File: config.mk
export PLATFORM = sky130hd
export DESIGN_NAME = port_uart_tx
export DESIGN_NICKNAME = d
export VERILOG_FILES = /design/src/rtl/port_uart_tx.sv
export SDC_FILE = /design/constraint.sdc
export NUM_CORES = 1
export LEC_CHECK = 0
export BUFFER_PORTS_ARGS = -buffer_cell sky130_fd_sc_hd__buf_2
export CORE_MARGIN = 5
export CORE_UTILIZATION = 40
export CTS_BUF_LIST = sky130_fd_sc_hd__clkbuf_2 sky130_fd_sc_hd__clkbuf_4 sky130_fd_sc_hd__clkbuf_8
export CTS_CLUSTER_DIAMETER = 150
export CTS_CLUSTER_SIZE = 10
export DETAILED_ROUTE_END_ITERATION = 8
export SYNTH_ARGS = -nofsm -noshare
export SYNTH_HDL_FRONTEND = slang
export SYNTH_SLANG_ARGS = --single-unit
export TNS_END_PERCENT = 5
File: constraint.sdc
create_clock -name clock -period 6.05 [get_ports clock]
set_clock_uncertainty 0.15 [all_clocks]
set_input_delay 1.21 -clock clock [delete_from_list [all_inputs] [get_ports clock]]
set_output_delay 1.21 -clock clock [all_outputs]
set_load 0.02 [all_outputs]
File: src/rtl/port_uart_tx.sv
// port_uart_tx: memory-mapped-port UART transmitter.
// The CPU writes {toggle, data} on portOutput to request a byte. Accepted
// bytes are queued in a small circular FIFO and sent as serial frames on txd:
// a start bit, eight data bits LSB first, and a stop bit.
// portInput returns registered status: [8] ack toggle, [9] full, [10] busy,
// [11 +: FIFO_DEPTH_LOG2+1] fill level.
// Optional build macro PORT_UART_TX_PARITY_EN adds an even-parity bit between
// the data and stop bits, and sets portInput[15] as a capability flag.
module port_uart_tx #(
  parameter int CLOCKS_PER_BIT  = 434,
  parameter int FIFO_DEPTH_LOG2 = 2
) (
  input  logic        clock,
  input  logic        reset,
  input  logic [31:0] portOutput,
  output logic [31:0] portInput,
  output logic        txd
);

  localparam int DEPTH   = 1 << FIFO_DEPTH_LOG2;
  localparam int LEVEL_W = FIFO_DEPTH_LOG2 + 1;
  localparam int BAUD_W  = (CLOCKS_PER_BIT > 1) ? $clog2(CLOCKS_PER_BIT) : 1;

  localparam logic [BAUD_W-1:0]  BAUD_LAST  = BAUD_W'(CLOCKS_PER_BIT - 1);
  localparam logic [LEVEL_W-1:0] LEVEL_FULL = LEVEL_W'(DEPTH);

`ifdef PORT_UART_TX_PARITY_EN
  typedef enum logic [2:0] {
    IDLE   = 3'd0,
    START  = 3'd1,
    DATA   = 3'd2,
    PARITY = 3'd3,
    STOP   = 3'd4
  } txState_t;
`else
  typedef enum logic [1:0] {
    IDLE  = 2'd0,
    START = 2'd1,
    DATA  = 2'd2,
    STOP  = 2'd3
  } txState_t;
`endif

  // Serialiser state
  txState_t          state;
  txState_t          stateNext;
  logic [BAUD_W-1:0] baudCnt;
  logic [BAUD_W-1:0] baudNext;
  logic [2:0]        bitCnt;
  logic [2:0]        bitNext;
  logic [7:0]        shiftReg;
  logic              baudWrap;
  logic              txdNext;
  logic              popEn;
`ifdef PORT_UART_TX_PARITY_EN
  logic              parityReg;
`endif

  // FIFO storage and bookkeeping
  logic [7:0]                 fifoMem [DEPTH];
  logic [FIFO_DEPTH_LOG2-1:0] wrPtr;
  logic [FIFO_DEPTH_LOG2-1:0] rdPtr;
  logic [LEVEL_W-1:0]         level;
  logic [7:0]                 fifoHead;
  logic                       fifoFull;
  logic                       fifoEmpty;
  logic                       pushEn;

  // Request handshake
  logic reqSeen;
  logic ackToggle;
  logic reqPending;

  // Status word
  logic        busy;
  logic [31:0] statusNext;

  // The upper command bits carry no meaning for this device.
  logic unusedCmdBits;
  assign unusedCmdBits = ^portOutput[31:9];

  assign fifoHead  = fifoMem[rdPtr];
  assign fifoFull  = (level == LEVEL_FULL);
  assign fifoEmpty = (level == '0);
  assign baudWrap  = (baudCnt == BAUD_LAST);

  // A flipped toggle is a new request; accept it when there is room, which
  // includes the cycle a pop frees the last slot.
  assign reqPending = portOutput[8] ^ reqSeen;
  assign pushEn     = reqPending && (!fifoFull || popEn);

  assign busy = (state != IDLE) || !fifoEmpty;

  // Next-state, bit timing and line value for the frame serialiser.
  always_comb begin
    stateNext = state;
    baudNext  = baudCnt;
    bitNext   = bitCnt;
    popEn     = 1'b0;
    txdNext   = 1'b1;
    case (state)
      IDLE: begin
        txdNext = 1'b1;
        if (!fifoEmpty) begin
          popEn     = 1'b1;
          baudNext  = '0;
          bitNext   = '0;
          stateNext = START;
        end
      end
      START: begin
        txdNext = 1'b0;
        if (baudWrap) begin
          baudNext  = '0;
          bitNext   = '0;
          stateNext = DATA;
        end else begin
          baudNext = baudCnt + 1'b1;
        end
      end
      DATA: begin
        txdNext = shiftReg[bitCnt];
        if (baudWrap) begin
          baudNext = '0;
          if (bitCnt == 3'd7) begin
`ifdef PORT_UART_TX_PARITY_EN
            stateNext = PARITY;
`else
            stateNext = STOP;
`endif
          end else begin
            bitNext = bitCnt + 3'd1;
          end
        end else begin
          baudNext = baudCnt + 1'b1;
        end
      end
`ifdef PORT_UART_TX_PARITY_EN
      PARITY: begin
        txdNext = parityReg;
        if (baudWrap) begin
          baudNext  = '0;
          stateNext = STOP;
        end else begin
          baudNext = baudCnt + 1'b1;
        end
      end
`endif
      STOP: begin
        txdNext = 1'b1;
        if (baudWrap) begin
          baudNext = '0;
          bitNext  = '0;
          if (!fifoEmpty) begin
            popEn     = 1'b1;
            stateNext = START;
          end else begin
            stateNext = IDLE;
          end
        end else begin
          baudNext = baudCnt + 1'b1;
        end
      end
      default: begin
        stateNext = IDLE;
        baudNext  = '0;
        bitNext   = '0;
      end
    endcase
  end

  // Serialiser registers; the FIFO head is captured whenever a frame starts.
  always_ff @(posedge clock or negedge reset) begin
    if (!reset) begin
      state    <= IDLE;
      baudCnt  <= '0;
      bitCnt   <= '0;
      shiftReg <= '0;
`ifdef PORT_UART_TX_PARITY_EN
      parityReg <= 1'b0;
`endif
    end else begin
      state   <= stateNext;
      baudCnt <= baudNext;
      bitCnt  <= bitNext;
      if (popEn) begin
        shiftReg <= fifoHead;
`ifdef PORT_UART_TX_PARITY_EN
        parityReg <= ^fifoHead;
`endif
      end
    end
  end

  // Registered line driver, so a frame aborted by reset returns to idle-high at once.
  always_ff @(posedge clock or negedge reset) begin
    if (!reset) begin
      txd <= 1'b1;
    end else begin
      txd <= txdNext;
    end
  end

  // FIFO data array; contents need no reset because the level gates every read.
  always_ff @(posedge clock) begin
    if (pushEn) begin
      fifoMem[wrPtr] <= portOutput[7:0];
    end
  end

  // FIFO pointers wrap naturally at the depth; level tracks push/pop together.
  always_ff @(posedge clock or negedge reset) begin
    if (!reset) begin
      wrPtr <= '0;
      rdPtr <= '0;
      level <= '0;
    end else begin
      if (pushEn) begin
        wrPtr <= wrPtr + 1'b1;
      end
      if (popEn) begin
        rdPtr <= rdPtr + 1'b1;
      end
      case ({pushEn, popEn})
        2'b10:   level <= level + 1'b1;
        2'b01:   level <= level - 1'b1;
        default: level <= level;
      endcase
    end
  end

  // One accepted byte per toggle edge: remember the toggle and echo it as the ack.
  always_ff @(posedge clock or negedge reset) begin
    if (!reset) begin
      reqSeen   <= 1'b0;
      ackToggle <= 1'b0;
    end else if (pushEn) begin
      reqSeen   <= portOutput[8];
      ackToggle <= ~ackToggle;
    end
  end

  // Assemble the status word from internal registers only.
  always_comb begin
    statusNext                 = '0;
    statusNext[8]              = ackToggle;
    statusNext[9]              = fifoFull;
    statusNext[10]             = busy;
    statusNext[11 +: LEVEL_W]  = level;
`ifdef PORT_UART_TX_PARITY_EN
    statusNext[15]             = 1'b1;
`endif
  end

  // Status is registered so software never sees a path from portOutput.
  always_ff @(posedge clock or negedge reset) begin
    if (!reset) begin
      portInput <= '0;
    end else begin
      portInput <= statusNext;
    end
  end

endmodule

# Yosys cells after proc, flatten, opt, wreduce, memory -nomap -nowiden
# Memories as Yosys holds them, arrays and structs flattened. A register that Yosys moved wholly into a read port is not among the register bits.
# Index checks and enable logic that the tools add are counted.
[word_totals]
regBits = 30
ram_bits = 32
input_bits = 34
output_inout_bits = 33
wordCells = 74
memories = 1
[mem_list]
columns = ["memory", "depth", "width", "rd", "rd_ports_with_merged_regs", "write_ports", "line", "rtl"]
rows = [
  ["fifoMem", 4, 8, 1, 1, 1, "60", "logic [7:0] fifoMem [DEPTH];"],
]
[op_classes]
n_addsub = 6
magnitude_cmp = 1
n_eq_ne = 15
n_mux = 24
bitwise_logic = 2
n_reduce_logical = 15
[ops]
columns = ["cell", "n"]
rows = [
  ["9-bit two-way mux", 2],
  ["9-bit one-hot mux with 2 select lines", 1],
  ["3-bit two-way mux", 4],
  ["2-bit inequality test, second input constant", 6],
  ["2-bit two-way mux", 5],
  ["9-bit by 1-bit adder with 9-bit output, second input constant", 1],
  ["9-bit == test, second input constant", 1],
  ["3-bit one-hot mux with 3 select lines", 1],
  ["2-bit one-hot mux with 4 select lines", 1],
  ["3-bit by 1-bit adder with 3-bit output, second input constant", 2],
  ["2-bit == test, second input constant", 3],
  ["3-bit == test, second input constant", 2],
  ["1-bit two-way mux", 6],
  ["3-bit one-hot mux with 2 select lines", 1],
  ["5-bit AND reduction", 1],
  ["2-bit by 1-bit adder with 2-bit output, second input constant", 2],
  ["2-bit by 1-bit == test with 1-bit output, second input constant", 2],
  ["3-bit by 4-bit < comparator with 1-bit output, second input constant", 1],
  ["4-bit AND reduction", 1],
  ["2-bit nonzero test", 2],
  ["2-bit OR reduction", 2],
  ["1-bit binary-select mux with 3-bit select", 1],
  ["1-bit logical NOT", 3],
  ["3-bit logical NOT", 1],
  ["10 further kinds", 11],
]

# Longest topological paths before layout
# Gate-level depths: netlist (run 1).
[depth]
word_depth = 8
ltp_mapped = 11
ltp_nobuf = 10

# Least setup slack after synthesis (run 1)
# OpenSTA, ideal clock, no wires.
[synth_timing]
kind = "reg2reg"
from = "reg baudCnt[1]"
to = "reg level[2]"
arrival_ns = 2.851
required_ns = 5.821
setup_slack_ns = 2.970
path_stages_with_launch = 12
synth_period_minus_slack_ns = 3.080
cell_sequence = "dfrtp_1 -> inv_1 -> ha_1 -> or4b_4 -> o31a_1 -> nor3_2 -> buf_6 -> nand2_1 -> fa_1 -> or3_1 -> mux2i_1 -> xor2_1"
[synth_between]
elab_chain_len = 7
[synth_lines]
columns = ["element", "line", "rtl"]
rows = [
  ["from (decl)", "47", "logic [BAUD_W-1:0] baudCnt;"],
  ["from (signal assigned)", "184", "baudCnt <= baudNext;"],
  ["9-bit == test (*)", "85", "assign baudWrap = (baudCnt == BAUD_LAST);"],
  ["1-bit two-way mux (*)", "151", "if (baudWrap) begin"],
  ["1-bit one-hot mux with 2 select lines (*)", "101", "case (state)"],
  ["1-bit logical OR", "90", "assign pushEn = reqPending && (!fifoFull || popEn);"],
  ["1-bit logical AND", "90", ""],
  ["2-bit by 1-bit == test with 1-bit output or 2-bit == test (tied branches)", "224", "case ({pushEn, popEn})"],
  ["3-bit one-hot mux with 2 select lines or 2-bit nonzero test (tied branches)", "--", ""],
  ["to (signal assigned)", "225", "2'b10: level <= level + 1'b1;"],
  ["to (signal assigned)", "226", "2'b01: level <= level - 1'b1;"],
  ["to (signal assigned)", "227", "default: level <= level;"],
  ["to (decl)", "63", "logic [LEVEL_W-1:0] level;"],
]
# Every way passes the cells marked *; elsewhere a longest branch is shown, timed or not.
# A chain may end at the register's enable or synchronous reset.

# Worst setup path after layout (run 1)
# Ends and elaborated chain as after synthesis.

==> summary.md, run 1 <==
| Metric | Value |
|---|---|
| Initial antenna violation count | 0 |
| Adder-Cell Fraction of Synth Area | between 5 and 6% |
| Via Count | roughly 1,800 |
| Worst Tran Pin Value | just over 0.9 ns |
| Ant diodes | 0 |
| Chip width | 101 µm |
| Post-DP Area | between 0.003 and 0.004 mm² |
| Std-Cell Rows | 33 |
| Drt initial violations | a little under 70 |
| Worst path bufs/invs | 1 |
| Max-Cap Viols | 0 |
| Number of port buffers | 17 |
| Gr usage total | between 10 and 15% |
| Design Area, Final | roughly 0.0036 mm² |
| End of the worst register-to-register path | level[2] |
| # DRC | 0 |
| Startpoint types | flop |
| Kind of cell adding the most delay to the critical path | simple AND/OR/NAND/NOR gates |
| Critical path class | reg -> reg |
| Worst R2R Start | baudCnt[1] |
| Worst R2R Path Depth | 10 |
| Antenna viol nets, final | 0 |
| Post-synthesis async set-or-reset flop share | a little over half |
| Busiest grt layer | met2 |
| DRT Wirelength | 5080 µm |
| Power density cells | 500 mW/mm² |
| Minimum setup slack among reg-to-reg paths | ~2.4 ns |
| Net count reported at finish | 314 |
| WL per Instance | 13.5 µm |
| CTS root buf | clkbuf_8 |
| Clk_lat worst skew | 0.33 ns |
| Max Freq | about 280 MHz |
| Critical path peak fanout | 12 |
| Synth unique cells | 39 |
| Syn Std Cell Area | between 0.003 and 0.004 mm² |
| XOR/XNOR share of the synthesized area | approximately 1.9% |
| Unrepaired setup endpoints after global routing | false |
| Grt met3 use | about 3.7% |
| Critical Path AT | 3.72 ns |
| Syn Inst Count | 243 |
| Post-DP HPWL | approximately 3500 µm |
| Slew Limit Fails | 0 |
| Max Root-Sink Buffers | 2 |
| CTS tree | done |
| Setup tns final | 0 ns |
| PnR worst setup slack | about 2.4 ns |
| DIE AREA | ~0.01 mm² |
| Cell Count Post-Placement | between 300 and 400 |
| Drt first pass iters | 4 |
| Commonest non-fill, non-tap cells in the layout | dfrtp_1 (37), edfxtp_1 (32), conb_1 (26) |
| Crit path largest cell delay | around 0.75 ns |
| Largest net degree at the start of global routing | 39 |
| Syn_area_per_cell | approximately 14 µm² |
| CP cell instances | inv_1 -> ha_1 -> or4b_4 -> o31a_1 -> nor3_2 -> nand2_1 -> fa_1 -> or3_1 -> mux2i_1 -> xor2_1 |
| Yosys top cell by area | edfxtp_1 |
| Grt total ovfl | 0 |
| CP required | between 6 and 7 ns |
| Clock transition at path regs | approximately 0.07 ns |
| Share of post-route cells with drive strength above 1 | a little over a fifth |
| CTS H-tree lvls | 3 |
| Tcrit/Tclk final | 59.6% |
| Ranking of synthesized cells by area | edfxtp_1 (29%), dfrtp_1 (28%), mux4_2 (6.9%) |
| Post-synth top flop | dfrtp_1 |
| Fin. Hold Viols | 0 |
| Largest family of logic cells by synthesized area | multiplexers |
| Tot Pwr | 1.80 mW |
| Global-route wire length before repair | roughly 8500 µm |
| GPL Wtd Cong | 0.799 |
| Post-CTS Resized | 0 |
| Yosys top cell area share | 29.3% |
| # fillers | about 760 |
| Core footprint | ~0.008 mm² |
| Num ports | 67 |
| Slowest CP cell | nor3_2 |
| Area grow syn2layout | 9.45% |
| Worst setup EP type | flop |
| Final Critical Period | between 3 and 4 ns |
| Setup violators final | 0 |
| Hold EP | portInput[8] |
| Vias/cell | about 4.7 |
| Number of global-route vias before repair | ~1,800 |
| Starting Density | about two fifths |
| Hold Path Cell Cnt | 0 |
| Simple-Gate Fraction of Synth Area | under 10% |
| Most common cell after layout, fill and taps aside | dfrtp_1 |
| Post-synth EDFFs | 32 |
| Sequential share of the synthesized area | approximately three fifths |
| Hold Crit Class | reg -> reg |
| Post-synthesis mux area share | a little under an eighth |
| Min-delay src | ackToggle |
| Total CTS buffers | 9 |
| Peak supply drop | between 200 and 250 µV |
| Pre-CTS worst setup slack | around 2.4 ns |
| Routing usage on met1 | about 14% |
| Chip Height | about 100 µm |
| FF+latch count, synth | 70 |
| Compound-Gate Fraction of Synth Area | under 10% |
| Hold_buf cts | 0 |
| Synth Warn # | 0 |
| Met2 Resource Use GR | approximately 17% |
| Max_slew headroom | 38.0% |
| Setup Buffers After CTS | 0 |
| CTS Sinks | 70 |
| Status | finished clean |
| LEAKAGE | 1.47 nW |
| Non-Filler Instances | between 300 and 400 |
[metal layers]
| metal | part of all wire (%) | up-vias |
|---|---|---|
| li1 | - | 871 |
| met1 | 45 | 869 |
| met2 | 48 | 32 |
| met3 | 4.6 | 7 |
| met4 | 1.7 | 0 |
| met5 | 0 | - |
[cells in the mapped netlist (all sizes together), types with 4 or more instances]
| cell | n |
|---|---|
| ha | 13 |
| inv | 13 |
| xnor2 | 5 |
| o21ai | 17 |
| mux2i | 4 |
| mux4 | 10 |
| nand3 | 5 |
| mux2 | 11 |
| dfrtp | 37 |
| buf | 29 |
| nor3 | 4 |
| nand2 | 14 |
| nor2 | 7 |
| edfxtp | 32 |
| and2 | 5 |
| o31ai | 4 |
[where the power goes]
group | internal [mW] | total [mW] | switching [mW]
combinational | 0.288 | 0.609 | 0.321
clock | 0.236 | 0.408 | 0.172
sequential | 0.668 | 0.778 | 0.109
total | 1.19 | 1.80 | 0.603
[worst register-to-register path, stage by stage (launching register included)]
cell and delay [ns]:
dfrtp_1 0.40, inv_1 0.07, ha_1 0.12, or4b_4 0.47
o31a_1 0.31, nor3_2 0.75, nand2_1 0.16, fa_1 0.41
or3_1 0.37, mux2i_1 0.16, xor2_1 0.15
[stage by stage]
stage	util, %	hold WS, ns
5_1_grt	44.4	0.277
3_3_place_gp	41.7	0.238
3_5_place_dp	41.7	0.238
2_1_floorplan	-	0.222
4_1_cts	44.4	0.257
6_report	44.4	0.257
[state kept, by name, indices dropped and copies added (netlist names)]
register	flops
ackToggle	1
baudCnt	9
bitCnt	3
fifoMem	32
level	3
portInput	6
rdPtr	2
reqSeen	1
shiftReg	8
state	2
txd	1
wrPtr	2
[cells by family after synthesis]
logic type | count (synthesis)
and+or+nand+nor | 51
muxes | 25
AOI/OAI and AO/OA | 32
xor gates and xnor gates | 7
buffers and inverters | 43
other | 1
adders and majority gates | 14
DFF | 70
[cell type report]
class                           count  area, µm²  share of cell area (%)
Clock buffer                       10        131                    3.66
Clock inverter                      6       86.3                    2.40
Inverter                           13       48.8                    1.36
Multi-Input combinational cell    155       1200                    33.3
Sequential cell                    70       1910                    53.2
Tap cell                          105        131                    3.66
Timing Repair Buffer               17       85.1                    2.37
[how the worst max path moves through the flow]
stage                    start  endpoint  slack [ns]  cells past startpoint
global placement    baudCnt[1]  level[2]        2.45                     10
CTS                 baudCnt[1]  level[2]        2.41                     10
finish              baudCnt[1]  level[2]        2.44                     10
floorplan           baudCnt[1]  level[2]        2.97                     11
detailed placement  baudCnt[1]  level[2]        2.41                     10
global route        baudCnt[1]  level[2]        2.22                     10
(Power assumes the default switching activity.)
==> inputs of run 2 (changes only) <==
==> constraint.sdc (replaced) <==
create_clock -name clock -period 3.4 [get_ports clock]
set_clock_uncertainty 0.15 [all_clocks]
set_input_delay 0.68 -clock clock [delete_from_list [all_inputs] [get_ports clock]]
set_output_delay 0.68 -clock clock [all_outputs]
set_load 0.02 [all_outputs]
==> run 2 against run 1 <==
Worst hold slack improved by 0.0059 ns; combinational power up 81%; via count is 1.1% higher; clock power rose by 37%; first-iteration DRC count shrank 44%; critical path depth stayed put; sequential power up 77%; sequential cell count is the same; global-route usage is 0.47 points higher; utilization fell by 0.56 points; cell area is 1.3% lower; sequential share of layout area is 0.68 points higher; critical path type unchanged.
==> summary.md, run 2 (synthesized netlist as in run 1, its figures left out) <==
| Metric | Value |
|---|---|
| Post-layout util | 43.8% (-0.56 points) |
| Critical path class | reg -> reg |
| Non-Filler Instances | 377 (+0.27%) |
| Tot Pwr | 3.05 mW (+70%) |
| Total CTS buffers | 9 (unchanged) |
| Unrepaired setup endpoints after global routing | false |
| Initial antenna violation count | 0 (unchanged) |
| Tcrit/Tclk final | 87.6% (+28 points) |
| Power density cells | 859 mW/mm² (+72%) |
| Gr usage total | 11.4% (+0.47 points) |
| Chip Height | 101 µm (unchanged) |
| CTS Sinks | 70 (unchanged) |
| Max-Cap Viols | 0 (unchanged) |
| Post-DP HPWL | 3640 µm (+3.2%) |
| Net count reported at finish | 315 (+0.32%) |
| WL per Instance | 13.6 µm (+0.93%) |
| Num ports | 67 (unchanged) |
| Setup violators final | 0 (unchanged) |
| Via Count | 1,799 (+1.1%) |
| Core footprint | 0.00809 mm² (unchanged) |
| Starting Density | 40.6% (unchanged) |
| Drt initial violations | 38 (-44%) |
| Max_slew headroom | 43.8% (+5.9 points) |
| Worst setup EP type | flop |
| Flip-flop and latch area | 0.00191 mm² (unchanged) |
| Share of post-route cells with drive strength above 1 | 22.1% (+0.29 points) |
| Cell Count Post-Placement | 361 (+0.28%) |
| Setup Buffers After CTS | 0 (unchanged) |
| Top reg by flops | fifoMem |
| Peak supply drop | 369 µV (+68%) |
| PnR worst setup slack | 0.423 ns (-2.02 ns) |
| Status | finished clean |
| DRT Wirelength | 5140 µm (+1.2%) |
| Internal Power | 1.97 mW (+65%) |
| Largest registers | fifoMem x32, baudCnt x9, shiftReg x8 |
| Hold_buf cts | 0 (unchanged) |
| Drt first pass iters | 5 (+1) |
| Pre-CTS worst setup slack | 0.435 ns (-1.98 ns) |
| Ant diodes | 0 (unchanged) |
| Switching part of the total power | 35.4% (+1.8 points) |
| Area of the multi-input gates | 0.00120 mm² (unchanged) |
| Final Critical Period | 2.98 ns (-0.630 ns) |
| Hold Crit Class | reg -> reg |
| Clk_lat worst skew | 0.34 ns (about the same) |
| Worst Tran Pin Value | 0.843 ns (-0.0831 ns) |
| Commonest non-fill, non-tap cells in the layout | dfrtp_1 (37), edfxtp_1 (32), conb_1 (26) |
| Worst R2R Path Depth | 10 (unchanged) |
| Std-Cell Rows | 33 (unchanged) |
| Hold Path Cell Cnt | 0 (unchanged) |
| Max Freq | 336 MHz (+21%) |
| Area grow syn2layout | 8.08% |
| Design Area, Final | 0.00355 mm² (-1.3%) |
| CTS H-tree lvls | 3 (unchanged) |
| Grt total ovfl | 0 (unchanged) |
| Startpoint types | flop |
| CP required | 3.51 ns (-2.65 ns) |
| Clk pwr share | 18.4% (-4.4 points) |
| # fillers | 775 (+2.5%) |
| Slew Limit Fails | 0 (unchanged) |
| Chip width | 101 µm (unchanged) |
| Sequential power share | 45.4% (+2.1 points) |
| CTS root buf | clkbuf_8 |
| Critical path peak fanout | 4 (-8) |
| DIE AREA | 0.0101 mm² (unchanged) |
| Critical Path AT | 3.09 ns (-0.63 ns) |
| Global-route wire length before repair | 8900 µm (+4.2%) |
| Comb power frac | 36.2% (+2.3 points) |
| Switching power total | 1.08 mW (+79%) |
| Number of global-route vias before repair | 1,846 (+3.9%) |
| Number of port buffers | 17 (unchanged) |
| Post-CTS Resized | 0 (unchanged) |
| Hold slack | 0.263 ns (+0.00588 ns) |
| Max Root-Sink Buffers | 2 (unchanged) |
| Largest net degree at the start of global routing | 39 (unchanged) |
| Most common cell after layout, fill and taps aside | dfrtp_1 |
| GPL Wtd Cong | 0.797 (-0.30%) |
| Vias/cell | 4.77 (+0.86%) |
| Max reg flops | 32 (unchanged) |
| CTS tree | done |
| Fin. Hold Viols | 0 (unchanged) |
| Antenna viol nets, final | 0 (unchanged) |
| Clock transition at path regs | 0.07 ns (about the same) |
| LEAKAGE | 1.45 nW (-1.9%) |
| Setup tns final | 0 ns (unchanged) |
| Post-DP Area | 0.00338 mm² (+0.22%) |
| # DRC | 0 (unchanged) |
[run 2: changes by cell type in the layout (fill, tap and decap cells not counted)]
| cell | previous run | this run |
|---|---|---|
| bufinv_16 | 2 | 0 |
| clkbuf_4 | 1 | 0 |
| clkinv_2 | 1 | 3 |
| buf_4 | 0 | 1 |
| clkinvlp_4 | 0 | 3 |
| clkinv_4 | 2 | 0 |
[run 2: path summary, 6_finish.rpt]
kind / start / to / slack (ns)
setup / recovery: baudCnt[1] / level[2] / 0.42
hold / removal: ackToggle / portInput[8] / 0.26
setup reg to reg: baudCnt[1] / level[2] / 0.42
hold reg to reg: ackToggle / portInput[8] / 0.26
max in group asynchronous: reset / level[1] / 2.27
min in group asynchronous: reset / baudCnt[5] / 0.30
[run 2: critical path: stages (launching register included)]
cell     delay, ns
dfrtp_1       0.39
inv_1         0.07
ha_1          0.12
or4b_4        0.48
o31a_1        0.32
nor3_2        0.19
nand2_1       0.09
fa_1          0.39
or3_1         0.37
mux2i_1       0.17
xor2_1        0.16
[run 2: layout make-up]
class	count	area share [%]
Sequential cell	70	53.9
Multi-Input combinational cell	155	33.7
Tap cell	105	3.70
Clock buffer	9	3.49
Timing Repair Buffer	18	2.61
Inverter	13	1.38
Clock inverter	7	1.16
[run 2: routing by layer]
| layer | vias to the layer above | track usage (%) | share of wire (%) |
|---|---|---|---|
| met2 | 46 | 18.2 | 50 |
| met4 | 0 | 5.60 | 1.2 |
| met3 | 8 | 3.60 | 5.3 |
| met5 | - | 0 | 0 |
| li1 | 869 | - | - |
| met1 | 876 | 14.0 | 43 |
[run 2: power groups by stage]
stage	Clock [mW]	Sequential [mW]	Combinational [mW]
2_1_floorplan	0	1.36	0.913
3_3_place_gp	0	1.40	1.10
3_5_place_dp	0	1.41	1.12
4_1_cts	0.581	1.39	1.12
5_1_grt	0.623	1.43	1.25
6_report	0.560	1.38	1.10
==> inputs of run 3 (changes only) <==
--- a/config.mk
+++ b/config.mk
@@ -5,13 +5,17 @@
 export SDC_FILE = /design/constraint.sdc
 export NUM_CORES = 1
 export LEC_CHECK = 0
-export BUFFER_PORTS_ARGS = -buffer_cell sky130_fd_sc_hd__buf_2
+export BUFFER_PORTS_ARGS = -buffer_cell sky130_fd_sc_hd__buf_4
+export CELL_PAD_IN_SITES_DETAIL_PLACEMENT = 2
+export CELL_PAD_IN_SITES_GLOBAL_PLACEMENT = 2
 export CORE_MARGIN = 5
-export CORE_UTILIZATION = 40
+export CORE_UTILIZATION = 38
 export CTS_BUF_LIST = sky130_fd_sc_hd__clkbuf_2 sky130_fd_sc_hd__clkbuf_4 sky130_fd_sc_hd__clkbuf_8
 export CTS_CLUSTER_DIAMETER = 150
 export CTS_CLUSTER_SIZE = 10
 export DETAILED_ROUTE_END_ITERATION = 8
+export PLACE_DENSITY_LB_ADDON = 0.1
+export RECOVER_POWER = 50
 export SYNTH_ARGS = -nofsm -noshare
 export SYNTH_HDL_FRONTEND = slang
 export SYNTH_SLANG_ARGS = --single-unit
==> run 3 against run 2 <==
The run now ends with capacitance limit, slew limit left; sequential cell count did not move; register-to-register slack worse by 0.098 ns; clock power increased by 19%; critical path depth is the same; worst hold slack worse by 0.012 ns; non-clock buffer count is 1 higher; first-iteration DRC count shrank 13%; utilization down 1.8 points; sequential power hardly changed; sequential share of layout area decreased by 0.71 points; cell area is 1.3% higher; global-route usage increased by 2.1 points; critical path type unchanged.
==> summary.md, run 3 (synthesized netlist as in run 1, its figures left out) <==
| Metric | Value |
|---|---|
| Status | finished with violations |
| Failing checks | capacitance limit, slew limit |
| Antenna viol nets, final | 0 (unchanged) |
| Max Root-Sink Buffers | 2 (unchanged) |
| Post-DP Area | 0.00344 mm² (+1.6%) |
| Comb power frac | 36.3% (about the same) |
| Fin. Hold Viols | 0 (unchanged) |
| Hold EP | portInput[8] |
| Max Freq | 325 MHz (-3.2%) |
| CTS H-tree lvls | 3 (unchanged) |
| LEAKAGE | 1.46 nW (+0.67%) |
| Non-Filler Instances | 381 (+1.1%) |
| Worst R2R Path Depth | 10 (unchanged) |
| Internal Power | 2.03 mW (+3.1%) |
| Hold Path Cell Cnt | 0 (unchanged) |
| Tcrit/Tclk final | 90.5% (+2.9 points) |
| Area of the multi-input gates | 0.00120 mm² (unchanged) |
| Core footprint | 0.00855 mm² (+5.7%) |
| Gr usage total | 13.6% (+2.1 points) |
| DRT Wirelength | 6440 µm (+25%) |
| Share of post-route cells with drive strength above 1 | 19.4% (-2.6 points) |
| Kind of cell adding the most delay to the critical path | simple AND/OR/NAND/NOR gates |
| Slowest CP cell | or4b_4 |
| Starting Density | 38.4% (-2.2 points) |
| Chip width | 103 µm (+2.3%) |
| Area grow syn2layout | 9.53% |
| Unrepaired setup endpoints after global routing | false |
| # fillers | 872 (+13%) |
| Worst Tran Pin Value | 2.08 ns (+1.23 ns) |
| Peak supply drop | 321 µV (-13%) |
| Net count reported at finish | 316 (+0.32%) |
| Std-Cell Rows | 34 (+3.0%) |
| Clock transition at path regs | 0.09 ns (+0.02 ns) |
| # DRC | 0 (unchanged) |
| Largest net degree at the start of global routing | 39 (unchanged) |
| Number of global-route vias before repair | 2,168 (+17%) |
| Commonest non-fill, non-tap cells in the layout | dfrtp_1 (37), edfxtp_1 (32), conb_1 (26) |
| CTS root buf | clkbuf_8 |
| Design Area, Final | 0.00360 mm² (+1.3%) |
| Critical Path AT | 3.21 ns (+0.12 ns) |
| Top reg by flops | fifoMem |
| Setup Buffers After CTS | 0 (unchanged) |
| Worst R2R Start | baudCnt[1] |
| CP required | 3.53 ns (+0.02 ns) |
| Most common cell after layout, fill and taps aside | dfrtp_1 |
| Tot Pwr | 3.23 mW (+6.1%) |
| Setup tns final | 0 ns (unchanged) |
| Post-CTS Resized | 0 (unchanged) |
| Drt first pass iters | 4 (-1) |
| Worst path bufs/invs | 1 (unchanged) |
| Final Critical Period | 3.08 ns (+0.0984 ns) |
| DIE AREA | 0.0106 mm² (+4.7%) |
| Max_slew headroom | -38.5% (-82 points) |
| Post-DP HPWL | 4640 µm (+27%) |
| Startpoint types | flop |
| CTS tree | done |
| Switching power total | 1.20 mW (+11%) |
| Hold Crit Class | reg -> reg |
| Minimum setup slack among reg-to-reg paths | 0.32 ns (-0.10 ns) |
| Min-delay src | ackToggle |
| CTS Sinks | 70 (unchanged) |
| Clk pwr share | 20.6% (+2.2 points) |
| Hold slack | 0.252 ns (-0.0118 ns) |
| Crit path largest cell delay | 0.48 ns (about the same) |
| Flip-flop and latch area | 0.00191 mm² (unchanged) |
| CP Depth | 10 (unchanged) |
| Total CTS buffers | 9 (unchanged) |
| Sequential power share | 43.1% (-2.3 points) |
| Worst setup EP type | flop |
| Global-route wire length before repair | 10,800 µm (+21%) |
| WL per Instance | 16.9 µm (+24%) |
| CP cell instances | inv_1 -> ha_1 -> or4b_4 -> o31a_1 -> nor3_2 -> nand2_1 -> fa_1 -> or3_1 -> mux2i_1 -> xor2_1 |
| Max-Cap Viols | 1 (+1) |
| GPL Wtd Cong | 0.700 (-12%) |
| Number of port buffers | 17 (unchanged) |
| End of the worst register-to-register path | level[2] |
| Vias/cell | 4.86 (+1.8%) |
| Setup violators final | 0 (unchanged) |
| Clk_lat worst skew | 0.35 ns (about the same) |
| Post-layout util | 42.1% (-1.8 points) |
| Grt total ovfl | 0 (unchanged) |
| Num ports | 67 (unchanged) |
| Hold_buf cts | 0 (unchanged) |
| Power density cells | 899 mW/mm² (+4.7%) |
| Largest registers | fifoMem x32, baudCnt x9, shiftReg x8 |
| Critical path class | reg -> reg |
| Cell Count Post-Placement | 365 (+1.1%) |
| PnR worst setup slack | 0.324 ns (-0.0984 ns) |
| Chip Height | 103 µm (+2.3%) |
| Switching part of the total power | 37.2% (+1.8 points) |
| Via Count | 1,851 (+2.9%) |
| Slew Limit Fails | 39 (+39) |
| Drt initial violations | 33 (-13%) |
| Initial antenna violation count | 0 (unchanged) |
| Pre-CTS worst setup slack | 0.310 ns (-0.125 ns) |
| Ant diodes | 0 (unchanged) |
| Max reg flops | 32 (unchanged) |
| Critical path peak fanout | 4 (unchanged) |
[run 3: worst max path at each step]
stage                           from  endpoint  slack [ns]
final                     baudCnt[1]  level[2]        0.32
after global routing      baudCnt[1]  level[2]        0.09
after CTS                 baudCnt[1]  level[2]        0.27
after detailed placement  baudCnt[1]  level[2]        0.31
after global placement    baudCnt[1]  level[2]        0.37
after floorplan           baudCnt[1]  level[2]        0.32
[run 3: final cells by class]
type,count,share of cell area [%]
Sequential cell,70,53.2
Tap cell,108,3.76
Inverter,13,1.36
Clock buffer,9,3.44
Multi-Input combinational cell,155,33.3
Timing Repair Buffer,19,3.03
Clock inverter,7,1.91
[run 3: routing by layer]
| metal | wire (µm) | GRT usage [%] | vias up |
|---|---|---|---|
| li1 | - | - | 873 |
| met1 | 2910 | 16.7 | 933 |
| met2 | 3190 | 22.5 | 35 |
| met3 | 197 | 2.84 | 10 |
| met4 | 136 | 6.87 | 0 |
| met5 | 0 | 0 | - |
[run 3: power groups by stage]
stage               registers [mW]  logic (mW)  clock network (mW)
CTS                           1.41        1.21               0.702
floorplan                     1.36       0.913                   0
global placement              1.41        1.17                   0
finish                        1.39        1.17               0.667
detailed placement            1.42        1.21                   0
global route                  1.44        1.32               0.735
[run 3: worst register-to-register path, cell delays in order, from the launching register on]
cell and delay, ns:
dfrtp_1 0.41, inv_1 0.08, ha_1 0.14, or4b_4 0.48
o31a_1 0.33, nor3_2 0.20, nand2_1 0.09, fa_1 0.40
or3_1 0.37, mux2i_1 0.20, xor2_1 0.16
